### src/rtl/data_mem_arbiter_pkg.sv
// data_mem_arbiter_pkg: shared types, access-size codes and helpers for the data memory arbiter
package data_mem_arbiter_pkg;
    typedef enum logic [1:0] {IDLE, ACCESS, RESP} arb_state_t;
    localparam int MEM_BYTES_DEFAULT = 101;
    localparam logic [2:0] LB_SB = 3'b000;
    localparam logic [2:0] LH_SH = 3'b001;
    localparam logic [2:0] LW_SW = 3'b010;
    localparam logic [2:0] LBU   = 3'b100;
    localparam logic [2:0] LHU   = 3'b101;
    // Unknown codes fall back to a single byte, like the memory's decode
    function automatic logic [2:0] size_bytes(input logic [2:0] size);
        return (size == LW_SW) ? 3'd4 : (size == LH_SH || size == LHU) ? 3'd2 : 3'd1;
    endfunction
endpackage

### src/rtl/data_mem_arbiter_rr_arbiter.sv
// rr_arbiter: round-robin pointer and one-hot grant, searching from the pointer modulo NUM_REQ
module rr_arbiter #(
    parameter  int NUM_REQ = 2,
    localparam int PW      = $clog2(NUM_REQ)
) (
    input  logic               clock,
    input  logic               reset,
    input  logic [NUM_REQ-1:0] req_valid,
    input  logic               enable,
    output logic [NUM_REQ-1:0] grant,
    output logic [PW-1:0]      winner
);
    logic [PW-1:0] ptr;
    logic [PW-1:0] idx;
    logic          found;
    always_comb begin
        grant  = '0;
        winner = ptr;
        found  = 1'b0;
        idx    = ptr;
        for (int i = 0; i < NUM_REQ; i++) begin
            idx = PW'((int'(ptr) + i) % NUM_REQ);
            if (!found && req_valid[idx]) begin
                grant[idx] = enable;
                winner     = idx;
                found      = 1'b1;
            end
        end
    end
    always_ff @(posedge clock or negedge reset) begin
        if (!reset)
            ptr <= '0;
        else if (|grant)
            ptr <= PW'((int'(winner) + 1) % NUM_REQ);
    end
endmodule

### src/rtl/data_mem_arbiter.sv
// data_mem_arbiter: round-robin sharing of the single-port data memory with one-cycle accesses
// and held responses carrying load data and a range-error flag.
module data_mem_arbiter
    import data_mem_arbiter_pkg::*;
#(
    parameter int NUM_REQ   = 2,
    parameter int MEM_BYTES = MEM_BYTES_DEFAULT
) (
    input  logic                   clock,
    input  logic                   reset,
    input  logic [NUM_REQ-1:0]     req_valid,
    output logic [NUM_REQ-1:0]     req_ready,
    input  logic [NUM_REQ-1:0]     req_we,
    input  logic [NUM_REQ-1:0][2:0]  req_size,
    input  logic [NUM_REQ-1:0][31:0] req_addr,
    input  logic [NUM_REQ-1:0][31:0] req_wdata,
    output logic [NUM_REQ-1:0]     rsp_valid,
    input  logic [NUM_REQ-1:0]     rsp_ready,
    output logic [31:0]            rsp_rdata,
    output logic                   rsp_err,
    output logic [31:0]            addr_mem,
    output logic [31:0]            wdata_mem,
    output logic [2:0]             rd_wr_mem,
    output logic                   mem_wr,
    input  logic [31:0]            rdata_mem
);
    localparam int PW = $clog2(NUM_REQ);
    arb_state_t         state, state_nx;
    logic [NUM_REQ-1:0] grant;
    logic [PW-1:0]      winner, owner;
    logic               accept_en, we, err, nx_err;
    logic [2:0]         size;
    logic [31:0]        addr, wdata;
    assign accept_en = (state == IDLE) || (state == RESP && rsp_ready[owner]);
    rr_arbiter #(.NUM_REQ(NUM_REQ)) u_arb (
        .clock    (clock),
        .reset    (reset),
        .req_valid(req_valid),
        .enable   (accept_en),
        .grant    (grant),
        .winner   (winner)
    );
    assign req_ready = grant;
    // 33-bit sum so addresses near 2^32 cannot wrap back into range
    assign nx_err = ({1'b0, req_addr[winner]} + 33'(size_bytes(req_size[winner])) > 33'(MEM_BYTES))
                  || (req_we[winner] && req_addr[winner] == 32'd0);
    assign addr_mem  = addr;
    assign wdata_mem = wdata;
    assign rd_wr_mem = size;
    always_comb begin
        state_nx = (state == ACCESS) ? RESP :
                   (|grant) ? ACCESS :
                   (state == RESP && rsp_ready[owner]) ? IDLE : state;
        mem_wr   = (state == ACCESS) && we && !err;
    end
    always_ff @(posedge clock or negedge reset) begin
        if (!reset) begin
            state     <= IDLE;
            owner     <= '0;
            we        <= 1'b0;
            err       <= 1'b0;
            size      <= '0;
            addr      <= '0;
            wdata     <= '0;
            rsp_valid <= '0;
            rsp_rdata <= '0;
            rsp_err   <= 1'b0;
        end else begin
            state <= state_nx;
            if (|grant) begin
                owner <= winner;
                we    <= req_we[winner];
                size  <= req_size[winner];
                addr  <= req_addr[winner];
                wdata <= req_wdata[winner];
                err   <= nx_err;
            end
            if (state == ACCESS) begin
                rsp_valid <= NUM_REQ'(1) << owner;
                rsp_rdata <= (err || we) ? 32'd0 : rdata_mem;
                rsp_err   <= err;
            end else if (state == RESP && rsp_ready[owner]) begin
                rsp_valid <= '0;
            end
        end
    end
endmodule

### config.mk
export PLATFORM = sky130hd
export DESIGN_NAME = data_mem_arbiter
export DESIGN_NICKNAME = d
export VERILOG_FILES = /design/src/rtl/data_mem_arbiter_pkg.sv /design/src/rtl/data_mem_arbiter_rr_arbiter.sv /design/src/rtl/data_mem_arbiter.sv
export SDC_FILE = /design/constraint.sdc
export NUM_CORES = 1
export LEC_CHECK = 0
export CORE_MARGIN = 8
export CORE_UTILIZATION = 44
export DETAILED_ROUTE_END_ITERATION = 8
export PLACE_DENSITY = 0.87
export SLEW_MARGIN = 15
export SYNTH_ARGS = -nofsm -noshare
export SYNTH_HDL_FRONTEND = slang
export SYNTH_SLANG_ARGS = --single-unit
### constraint.sdc
create_clock -name clock -period 8.9 [get_ports clock]
set_input_delay 1.335 -clock clock [delete_from_list [all_inputs] [get_ports clock]]
set_output_delay 1.335 -clock clock [all_outputs]
set_load 0.01 [all_outputs]
==> impl_metrics.csv <==
group,metric,value,unit
critical_path,worstSetupStartpointType,"input pin",
clock_tree,clock_latency,0.34,ns
finish,drive_above_1_share,5.60,%
floorplan,num_rows,41,
placement,place_area,8480,um2
finish,nFillCells,965,
synthesis,syn_avg_cell_area,9.70,um2
run,drv_cap,0,
global_routing,grt_pass1_vias,5878,
run_status,status,"complete, no violations",
routing,topRoutingLayerUsed,"met4",
critical_path,worstPathArrival,6.91,ns
synthesis,ys_warn_count,0,
synthesis,synth.ff_latch_count,108,
hold_path,hp-class,"reg -> reg",
floorplan,start_util,44.6,%
synthesis,synthTopCellsByArea,"dfrtp_1, nand2_1, mux2i_1",
finish,ff_latch_area,2700,um2
synthesis,synth-edff-count,0,
finish,area_growth,57.7,%
clock_tree,clockBufferDepth,2,
synthesis,synthDominantCellAreaShare,48.6,%
routing,wl_met1,7.63,mm
clock_tree,ctsResizeCount,0,
timing,post-route-min-period,6.70,ns
placement,globalplace.congestion,0.878,
timing,max_freq,149,MHz
synthesis,syn_area,5560,um2
routing,viasPerCell,5.51,
timing,fin_setup_tns,0,ns
synthesis,synth_top_cell_by_area,"dfrtp_1",
timing,clock_skew,0.00478,ns
synthesis,synth_common_cells,"nand2_1, dfrtp_1, o21ai_0",
routing,drc,0,
finish,stdcell_area,8770,um2
critical_path,required,9.11,ns
routing,dr.pass1.iters,6,
finish,nets,1014,
global_routing,grt_pass1_wl,31.2,mm
power_and_ir_drop,ir_drop,166,uV
clock_tree,post_cts_buffers,0,
timing,maxSlewHeadroom,40.3,%
routing,dr_wl_met2,9.87,mm
floorplan,pin_count,279,
placement,hpwl,15.9,mm
clock_tree,root_buffer,"clkbuf_16",
floorplan,core,12500,um2
timing,finalSetupViolCount,0,
timing,period_share,75.2,%
timing,hold_viol,0,
finish,diodes,0,
synthesis,ys_types,63,
routing,met3_length,1.92,mm
placement,port_buffers,278,
routing,ant_nets,0,
synthesis,async_flop_share,100,%
finish,multi_input_area,2700,um2
clock_tree,htreeDepth,3,
floorplan,die_y,128,um
timing,rsz0062_at_grt,"no",
power_and_ir_drop,p_per_area,256,nW/um2
timing,finalMaxSlewViolations,0,
power_and_ir_drop,power_leakage,0.00371,uW
global_routing,grt_usage,24.2,%
routing,wire_per_inst,19.8,um
clock_tree,numCtsBuffers,9,
global_routing,antenna_found_initial,0,
global_routing,overflow,0,
routing,initialDrtViolationCount,439,
synthesis,syn-num-nets,751,
critical_path,end_kind,"flop",
timing,tightest_slew,0.894,ns
critical_path,critical_path_class,"in -> reg",
routing,finalWirelength,20.0,mm
synthesis,ys.flop_type,"dfrtp_1",
synthesis,yosys.cell_count.top_type,"nand2_1",
critical_path,cp_max_fo,37,
clock_tree,cts.clk_slew.worst_paths,0.06,ns
routing,vias,5579,
clock_tree,cts_hold_buffers,0,
floorplan,die_x,128,um
synthesis,ys_seq_area_share,48.6,%
global_routing,grt_max_degree,66,
clock_tree,cts_tree,"done",
synthesis,synth_cells,573,
floorplan,dieArea,16500,um2
clock_tree,cts.sinks,108,
[placed cells by master (no fill, tap or decap), types with 3 or more instances in the layout]
master / n
a21oi_1: 24
a22o_1: 32
a22oi_1: 32
a31oi_1: 4
and3_1: 4
and4_1: 3
buf_4: 8
clkbuf_16: 9
clkdlybuf4s50_1: 277
dfrtp_1: 108
ha_1: 3
inv_1: 8
mux2_2: 10
mux2i_1: 32
mux2i_2: 3
nand2_1: 114
nand2b_1: 5
nand3_1: 8
nand4_1: 9
nor2_1: 27
nor2b_1: 4
nor3_1: 10
nor3_2: 3
nor4_1: 8
nor4b_1: 3
o21ai_0: 36
xnor2_1: 7
[cells by family after synthesis]
family                   Yosys count  share of synthesized area, %
AO/OA/AOI/OAI                    153                          19.0
XOR/XNOR                           8                          1.26
adder cells (fa/ha/maj)            4                          1.04
buffers and inverters             41                          3.13
flip-flops                       108                          48.6
multiplexers                      45                          8.53
AND/OR/NAND/NOR                  214                          18.4
[final cells by class]
type / instances / share of cell area [%]
Timing Repair Buffer: 285 / 32.3
Sequential cell: 108 / 30.8
Multi-Input combinational cell: 424 / 30.8
Clock buffer: 11 / 2.65
Tap cell: 172 / 2.45
Clock inverter: 4 / 0.585
Inverter: 8 / 0.343
[per-stage QoR]
step	power (uW)	hold WS [ns]	setup WS (ns)	utilization, %	instances
5_1_grt	2400	0.489	1.95	70.3	1012
6_report	2250	0.476	2.20	70.3	1012
3_5_place_dp	1870	0.464	1.95	68.1	997
3_3_place_gp	1840	0.458	2.20	68.1	997
2_1_floorplan	1300	0.465	2.86	-	573
4_1_cts	2260	0.478	2.30	70.3	1012
[routing by layer]
layer | vias to the layer above | global-route usage (%)
met1 | 2656 | 27.5
met5 | - | 0
li1 | 2610 | -
met3 | 44 | 8.23
met2 | 269 | 41.5
met4 | 0 | 8.81
[final timing paths]
kind | cells after the start | endpoint | slack, ns | start
max | 17 | err | 2.20 | req_valid[1]
min | 2 | wdata_mem[6] | 0.48 | wdata_mem[6]
max reg2reg | 15 | err | 3.45 | u_arb.ptr
min reg2reg | 2 | wdata_mem[6] | 0.48 | wdata_mem[6]
max in group asynchronous | 2 | err | 6.70 | reset
min in group asynchronous | 1 | addr_mem[7] | 0.96 | reset
[registers in the layout (all words and copies together), names as in the netlist]
| name | count |
|---|---|
| owner | 1 |
| u_arb.ptr | 1 |
| we | 1 |
| wdata_mem | 32 |
| rsp_valid | 2 |
| rsp_rdata | 32 |
| state | 2 |
| addr_mem | 32 |
| rd_wr_mem | 3 |
| rsp_err | 1 |
| err | 1 |
[critical path, cell delays in order]
cell             delay, ns
clkdlybuf4s50_1       0.46
nand2b_1              0.25
a21oi_4               0.75
buf_4                 0.56
mux2i_1               0.32
nor2b_1               0.31
ha_1                  0.22
a21o_1                0.09
a21oi_1               0.10
a311oi_1              0.35
or4b_1                0.64
nor3_2                0.28
nand3_1               0.16
nor4b_1               0.31
o32ai_1               0.14
nor4b_1               0.46
a31oi_1               0.14
[power by group]
part           total, uW  switching, uW  internal (uW)
Clock                387            171            217
Combinational       1100            569            529
Sequential           762            102            660
Power figures use the tool's default switching activity.
